`src/rtl/sdram_arb.sv`:
```
// Shares one SDRAM controller between refresh, the init loader, ROM download and the CPU.
// Fixed priority, one command in flight, each command occupies OP_CYCLES clocks.
module sdram_arb #(
  parameter int OP_CYCLES   = 8,
  parameter int RD_LAT      = 6,
  parameter int RFSH_PERIOD = 500
) (
  input  logic        clock,
  input  logic        reset,
  input  logic        ready,
  input  logic        iniReq,
  input  logic        iniWr,
  input  logic [21:0] iniA,
  input  logic [7:0]  iniD,
  input  logic        dlReq,
  input  logic [21:0] dlA,
  input  logic [7:0]  dlD,
  input  logic        cpuRd,
  input  logic        cpuWr,
  input  logic [21:0] cpuA,
  input  logic [7:0]  cpuD,
  output logic        iniAck,
  output logic        dlAck,
  output logic        cpuAck,
  output logic [7:0]  cpuQ,
  output logic        sdRf,
  output logic        sdRd,
  output logic        sdWr,
  output logic [23:0] sdA,
  output logic [15:0] sdD,
  input  logic [15:0] sdQ,
  output logic        overrun,
  output logic        dbgBusy
);
  localparam int CW = $clog2(OP_CYCLES + 1);
  localparam int RW = $clog2(RFSH_PERIOD + 1);

  typedef enum logic { IDLE, BUSY } state_t;
  typedef enum logic [1:0] { G_RF, G_INI, G_DL, G_CPU } grant_t;

  state_t        state, stateNext;
  grant_t        grant, grantNext;
  logic [CW-1:0] cnt;
  logic [RW-1:0] rfCnt;
  logic          rfPend, iniPend, dlPend, cpuPend;
  logic          iniWrR, cpuWrR;
  logic [21:0]   iniAR, dlAR, cpuAR;
  logic [7:0]    iniDR, dlDR, cpuDR;
  logic          start, done;
  logic          rfDone, iniDone, dlDone, cpuDone;
  logic          cpuReq;
  logic [7:0]    unusedSdQHi;

  assign unusedSdQHi = sdQ[15:8];
  assign cpuReq  = cpuRd | cpuWr;
  assign dbgBusy = (state == BUSY);
  assign rfDone  = done && (grant == G_RF);
  assign iniDone = done && (grant == G_INI);
  assign dlDone  = done && (grant == G_DL);
  assign cpuDone = done && (grant == G_CPU);

  always_ff @(posedge clock) begin
    if (reset) begin
      state <= IDLE;
      grant <= G_RF;
    end else begin
      state <= stateNext;
      grant <= grantNext;
    end
  end

  always_comb begin
    stateNext = state;
    grantNext = grant;
    start     = 1'b0;
    done      = 1'b0;
    case (state)
      IDLE: if (ready && (rfPend || iniPend || dlPend || cpuPend)) begin
        start     = 1'b1;
        stateNext = BUSY;
        if (rfPend)       grantNext = G_RF;
        else if (iniPend) grantNext = G_INI;
        else if (dlPend)  grantNext = G_DL;
        else              grantNext = G_CPU;
      end
      BUSY: if (cnt == CW'(OP_CYCLES - 1)) begin
        done      = 1'b1;
        stateNext = IDLE;
      end
      default: stateNext = IDLE;
    endcase
  end

  always_ff @(posedge clock) begin
    if (reset) begin
      cnt     <= '0;
      rfCnt   <= RW'(RFSH_PERIOD - 1);
      rfPend  <= 1'b0;
      iniPend <= 1'b0;
      dlPend  <= 1'b0;
      cpuPend <= 1'b0;
      iniWrR  <= 1'b0;
      cpuWrR  <= 1'b0;
      iniAR   <= '0;
      dlAR    <= '0;
      cpuAR   <= '0;
      iniDR   <= '0;
      dlDR    <= '0;
      cpuDR   <= '0;
      iniAck  <= 1'b0;
      dlAck   <= 1'b0;
      cpuAck  <= 1'b0;
      cpuQ    <= '0;
      sdRf    <= 1'b0;
      sdRd    <= 1'b0;
      sdWr    <= 1'b0;
      sdA     <= '0;
      sdD     <= '0;
      overrun <= 1'b0;
    end else begin
      if (start || done) cnt <= '0;
      else if (state == BUSY) cnt <= cnt + CW'(1);

      iniAck <= iniDone;
      dlAck  <= dlDone;
      cpuAck <= cpuDone;

      // Command strobes live for exactly the cycle after the grant edge.
      sdRf <= 1'b0;
      sdRd <= 1'b0;
      sdWr <= 1'b0;
      sdA  <= '0;
      sdD  <= '0;
      if (start) begin
        case (grantNext)
          G_RF: sdRf <= 1'b1;
          G_INI: begin
            sdRd <= !iniWrR;
            sdWr <= iniWrR;
            sdA  <= {2'b00, iniAR};
            sdD  <= iniWrR ? {8'h00, iniDR} : 16'h0000;
          end
          G_DL: begin
            sdWr <= 1'b1;
            sdA  <= {2'b00, dlAR};
            sdD  <= {8'h00, dlDR};
          end
          default: begin
            sdRd <= !cpuWrR;
            sdWr <= cpuWrR;
            sdA  <= {2'b00, cpuAR};
            sdD  <= cpuWrR ? {8'h00, cpuDR} : 16'h0000;
          end
        endcase
      end

      if (state == BUSY && grant == G_CPU && !cpuWrR && cnt == CW'(RD_LAT - 1))
        cpuQ <= sdQ[7:0];

      // A refresh falling due on its own completion edge stays pending.
      if (rfDone) rfPend <= 1'b0;
      if (rfCnt == '0) begin
        rfCnt  <= RW'(RFSH_PERIOD - 1);
        rfPend <= 1'b1;
      end else begin
        rfCnt <= rfCnt - RW'(1);
      end

      if (iniDone) iniPend <= 1'b0;
      if (iniReq) begin
        if (iniPend && !iniDone) overrun <= 1'b1;
        else begin
          iniPend <= 1'b1;
          iniWrR  <= iniWr;
          iniAR   <= iniA;
          iniDR   <= iniD;
        end
      end

      if (dlDone) dlPend <= 1'b0;
      if (dlReq) begin
        if (dlPend && !dlDone) overrun <= 1'b1;
        else begin
          dlPend <= 1'b1;
          dlAR   <= dlA;
          dlDR   <= dlD;
        end
      end

      if (cpuDone) cpuPend <= 1'b0;
      if (cpuReq) begin
        if (cpuPend && !cpuDone) overrun <= 1'b1;
        else begin
          cpuPend <= 1'b1;
          cpuWrR  <= cpuWr;
          cpuAR   <= cpuA;
          cpuDR   <= cpuD;
        end
      end
    end
  end
endmodule

```
`config.mk`:
```
export PLATFORM = sky130hd
export DESIGN_NAME = sdram_arb
export DESIGN_NICKNAME = d
export VERILOG_FILES = /design/src/rtl/sdram_arb.sv
export SDC_FILE = /design/constraint.sdc
export NUM_CORES = 1
export LEC_CHECK = 0
export CAP_MARGIN = 20
export CORE_ASPECT_RATIO = 1.1
export CORE_UTILIZATION = 37
export DETAILED_ROUTE_END_ITERATION = 7
export PLACE_DENSITY = 0.75
export SYNTH_ARGS = -nofsm -noshare
export SYNTH_HDL_FRONTEND = slang
export SYNTH_SLANG_ARGS = --single-unit
```
`constraint.sdc`:
```
create_clock -name clock -period 1.71 [get_ports clock]
set_clock_uncertainty 0.15 [all_clocks]
set_input_delay 0.342 -clock clock [delete_from_list [all_inputs] [get_ports clock]]
set_output_delay 0.342 -clock clock [all_outputs]
set_load 0.05 [all_outputs]
```
Word level (Yosys, flattened, before mapping)
Cells that the tools add are included.
{"block": "word_totals", "reg_bits": 167, "latchBits": 0, "ram_bits": 0, "rom_bits": 0, "in_bits": 114, "output_inout_bits": 56, "word_cells": 107, "mem_count": 0}
{"block": "op_classes", "add_sub_neg": 2, "n_mul": 0, "n_div": 0, "n_lt_le_gt_ge": 0, "eq_ne": 7, "shifts": 0, "mux": 35, "bitwise_logic": 6, "reduce_logical": 31}
{"op": "$pmux 22 s3", "count": 1}
{"op": "$mux 1", "count": 24}
{"op": "$pmux 8 s3", "count": 1}
{"op": "$mux 8", "count": 2}
{"op": "$logic_and 1x1->1", "count": 11}
{"op": "$logic_not 9->1", "count": 1}
{"op": "$sub 9x1->9 const B", "count": 1}
{"op": "$eq 4x3->1 const B", "count": 2}
{"op": "$mux 2", "count": 4}
{"op": "$reduce_or 2->1", "count": 4}
{"op": "$eq 2x2->1 const B", "count": 3}
{"op": "$reduce_and 2->1", "count": 3}
{"op": "$logic_not 1->1", "count": 5}
{"op": "$not 1->1", "count": 5}
{"op": "$add 4x1->4 const B", "count": 1}
{"op": "$eq 2x1->1 const B", "count": 2}
{"op": "$logic_not 2->1", "count": 2}
{"op": "$logic_or 1x1->1", "count": 4}
{"op": "$pmux 1 s2", "count": 2}
{"op": "$pmux 1 s3", "count": 1}
{"op": "$reduce_bool 2->1", "count": 1}
{"op": "$or 1x1->1", "count": 1}

Logic depth before layout (Yosys ltp)
{"block": "depth", "word_depth": 12, "mapped_depth": 8, "mapped_depth_nobuf": 6}

Least setup slack after synthesis
No wires, ideal clock.
{"block": "synth_timing", "path_type": "register -> register", "startpoint": "register state, in the netlist dbgBusy", "endpoint": "register sdA[12]", "setup_ps": 134, "t_arrival_ps": 1762, "setup_slack_ps": -336, "path_stages_with_launch": 9, "cell_sequence": "dfxtp_1 > buf_6 > nand2b_4 > nor2_1 > o22a_1 > buf_4 > nand2_1 > buf_2 > o22ai_1"}
{"block": "synth_via", "elab_chain_len": 3}
{"item": "start: declaration", "line_no": "41", "source": "state_t state, stateNext;"}
{"item": "start signal: assignment", "line_no": "67", "source": "state <= stateNext;"}
{"item": "$mux 2 or $mux 1 (tied branches)", "line_no": "77", "source": "case (state)"}
{"item": "$eq 2x2->1 (tied with other cells)", "line_no": "135", "source": "case (grantNext)"}
{"item": "$pmux 22 s3 or $reduce_or 2->1 (tied branches)"}
{"item": "end signal: assignment", "line_no": "140", "source": "sdA <= {2'b00, iniAR};"}
{"item": "end signal: assignment", "line_no": "145", "source": "sdA <= {2'b00, dlAR};"}
{"item": "end signal: assignment", "line_no": "151", "source": "sdA <= {2'b00, cpuAR};"}
{"item": "end: declaration", "line_no": "29", "source": "output logic [23:0] sdA,"}
Parallel ways exist; a longest one is shown, timed or not.
A chain may end at the register's enable or synchronous reset.

Worst setup path after layout
{"block": "layout_timing", "startpoint": "register grant[0]", "endpoint": "register iniAR[2]"}
{"block": "layout_via", "elab_chain_len": 6}
{"item": "start: declaration", "line_no": "42", "source": "grant_t grant, grantNext;"}
{"item": "start signal: assignment", "line_no": "68", "source": "grant <= grantNext;"}
{"item": "$eq 2x1->1", "line_no": "58", "source": "assign iniDone = done && (grant == G_INI);"}
{"item": "$logic_and 1x1->1", "line_no": "58"}
{"item": "$logic_not 1->1", "line_no": "171", "source": "if (iniPend && !iniDone) overrun <= 1'b1;"}
{"item": "$logic_and 1x1->1", "line_no": "171"}
{"item": "$not 1->1 (no line)"}
{"item": "$reduce_and 2->1 (no line)"}
{"item": "end signal: assignment", "line_no": "175", "source": "iniAR <= iniA;"}
{"item": "end: declaration", "line_no": "47", "source": "logic [21:0] iniAR, dlAR, cpuAR;"}
Every way passes these cells.

==> out/metrics.csv <==
stage,metric,value,unit
worst_setup_path,Worst EP arrival,2160,ps
power,Leak,0.004036,uW
finish,synth-to-layout area growth,68.49,%
drt,First-pass DRT Iterations,5,
drt,post-route ant nets,0,
finish,number of fill cells,1208,
floorplanning,die width,123.5,um
floorplanning,FP Rows,48,
global_route,initial antenna violation count,0,
status,failing checks,setup timing,
cts,Root Driver,clkbuf_16,
finish,Final Non-Filler Cells,1121,
worst_setup_path,Critical Path Source Type,flop,
sta,PnR worst setup slack,-244.3,ps
place,Post-DP HPWL,11600,um
logic_synthesis,Post-synth top cells,"nand2_1, dfxtp_1, a21oi_1",
logic_synthesis,top-count cell post-synth,nand2_1,
sta,final setup vio count,95,
worst_setup_path,CP required,1910,ps
sta,period utilization,114.3,%
floorplanning,Initial Utilization,38.01,%
worst_setup_path,R2R Path Start,grant[0],
drt,mean routed wirelength per cell,18.16,um
cts,Clock Sinks,157,
sta,f_max,511.7,MHz
drt,routed vias/inst,5.216,
sta,worst slew pin tran,645.3,ps
floorplanning,core box area,15800,um2
logic_synthesis,sequential area share after synthesis,52.36,%
cts,CTS H-Tree Depth,4,
power,PwrDens,922.3,nW/um2
job,MaxCap Viol Count,0,
logic_synthesis,#FFs+latches synth,157,
drt,Vias,5847,
sta,max-slew violation count,0,
global_route,largest net degree at the start of global routing,49,
cts,CTS tree,built,
floorplanning,boundary pin count,170,
finish,Final Net Count,1026,
place,PortBufs,151,
global_route,first-pass GRT wire length,28840,um
logic_synthesis,Mapped Area,6003,um2
logic_synthesis,Mean Syn Cell Area,8.408,um2
power,peak supply drop,798.8,uV
logic_synthesis,Main synth FF type,dfxtp_1,
status,outcome,"finished, violations left",
power,Clk pwr share,38.7,%
sta,unrepaired setup endpoints after global routing,yes,
logic_synthesis,Post-synth EDFFs,0,
worst_setup_path,Worst R2R End,iniAR[2],
finish,area occupied by registers,3153,um2
power,sequential power share,42.4,%
cts,number of CTS-inserted buffers,17,
power,Net Switching,2580,uW
worst_setup_path,Crit. Startpoint,grant[0],
worst_hold_path,hold path depth,2,
logic_synthesis,Synth Instances,714,
logic_synthesis,Synth area leaders,"dfxtp_1, nand2_1, a21oi_1",
worst_hold_path,Hold Crit Class,in2reg,
logic_synthesis,Synth async-reset ratio,0,%
logic_synthesis,"area leader, netlist",dfxtp_1,
place,dpl cells,1060,
worst_setup_path,worst-path maximum fanout,6,
global_route,Total Routing Usage GR,23.04,%
place,post-place setup slack,-443.7,ps
logic_synthesis,"Distinct cells, synth",45,
place,GP Congestion,0.8278,
cts,insertion delay to the later sink of the worst-skew pair,430,ps
worst_setup_path,reg2reg path depth,6,
floorplanning,die area,16740,um2
sta,final worst path period need,1954,ps
power,Pwr Total,9329,uW
floorplanning,chip height,135.6,um
worst_setup_path,CP Capture Point,iniAR[2],
sta,Final Hold Violating Endpoints,0,
global_route,grt ovf,0,
power,Net Sw Frac,27.66,%
worst_setup_path,crit end category,flop,
global_route,vias in the first global route,5589,
finish,proportion of layout cells with a drive suffix above 1,33.98,%
cts,clk slew on worst S/H paths,60,ps
sta,hold slack final,23.88,ps
drt,initial DRC count,405,
sta,setup TNS,-14690,ps
worst_setup_path,Crit Path Class,reg2reg,
logic_synthesis,post-synth top area share,52.36,%
cts,clk buf depth,2,
power,Pint,6748,uW
power,Gate power share,19.0,%
sta,Slew HR,56.98,%
drt,drc violations,0,
finish,area taken by multi-input logic gates,3244,um2
drt,final wirelength,20350,um
finish,antenna cells,0,
worst_setup_path,Worst R2R Setup Slack,-240,ps
logic_synthesis,Yosys warnings,0,
flip-flops by register name, summed over array words and instances, names as in the netlist, 2 cells and up:
name / flops
sdD: 8
cnt: 4
iniAR: 22
rfCnt: 9
grant: 2
cpuAR: 22
sdA: 22
cpuQ: 8
dlDR: 8
cpuDR: 8
iniDR: 8
dlAR: 22
how the worst min path moves through the flow:
stage	to	startpoint
6_report	dlAR[20]	reset
3_3_place_gp	rfCnt[0]	rfCnt[0]
5_1_grt	dlAR[20]	reset
2_1_floorplan	rfCnt[0]	rfCnt[0]
3_5_place_dp	rfCnt[0]	rfCnt[0]
4_1_cts	dlAR[20]	reset
layer usage:
metal	share of wire, %	global-route usage (%)	up-vias
li1	-	-	2790
met3	5.5	5.261	43
met4	3.0	9.572	0
met5	0	0	-
met1	40	26.71	2806
met2	51	40.35	208
power groups by stage:
stage	clock network (uW)	registers (uW)	logic, uW
2_1_floorplan	0	4030	666
3_3_place_gp	0	4010	1260
3_5_place_dp	0	4010	1270
4_1_cts	3650	3940	1530
5_1_grt	3800	3970	1860
6_report	3610	3950	1770
cell type report:
| cell class | instances | share of cell area (%) |
|---|---|---|
| clock buffer | 19 | 4.379 |
| timing repair buffer | 229 | 28.57 |
| tap | 200 | 2.474 |
| inverter | 5 | 0.1856 |
| multi-input combinational | 499 | 32.08 |
| clock inverter | 12 | 1.138 |
| sequential | 157 | 31.17 |
per-stage QoR:
step	util, %	area [um2]
4_1_cts	60.19	9508
3_5_place_dp	52.69	8323
3_3_place_gp	52.69	8323
2_1_floorplan	-	6122
5_1_grt	64.04	10110
6_report	64.04	10110
cell families (layout without fill, tap and decap cells):
kind of cell / count (synthesis) / after routing / synth area share, %
adder cells (fa/ha/maj): 3 / 3 / 0.6253
AO/OA/AOI/OAI: 147 / 147 / 13.67
flip-flops: 157 / 157 / 52.36
XOR/XNOR: 9 / 9 / 1.313
AND/OR/NAND/NOR: 300 / 300 / 21.18
buffers and inverters: 67 / 265 / 5.794
multiplexers: 30 / 30 / 5.002
other: 1 / 10 / 0.06247
worst max-delay path, stage by stage, from the launching register on:
cell and delay (ps):
dfxtp_1 490, nand2_1 190, o31ai_4 320, and2_4 340, buf_6 180, nand2_1 70, a21oi_1 140
repair_timing:
item,CTS,global route
setup buffers,11,4
pin swaps,50,50
endpoints found under the setup margin,109,133
hold buffers,0,0
resized for setup,105,121
gates cloned,9,9
layout by cell type, fill, tap and decap left out, types with 3 or more instances in the layout:
cell type        count
buf_12              50
a31oi_1              8
buf_8                4
conb_1              10
dfxtp_2              5
nand4_1             17
buf_16               4
buf_4               46
nor2_1              23
clkdlybuf4s50_1    104
nor2_2               4
nand2_1            149
nor3_1               7
nand2b_1             3
xnor2_1              4
dfxtp_1            151
nand2_4             30
a21oi_1             44
xor2_1               5
clkinvlp_4           3
nand2_2             38
mux2i_1             29
nand3_1             11
buf_6               14
inv_1                5
inv_6                3
clkbuf_16           24
a21oi_2             56
o22ai_1             23
clkinv_4             3
(Power assumes the default switching activity.)
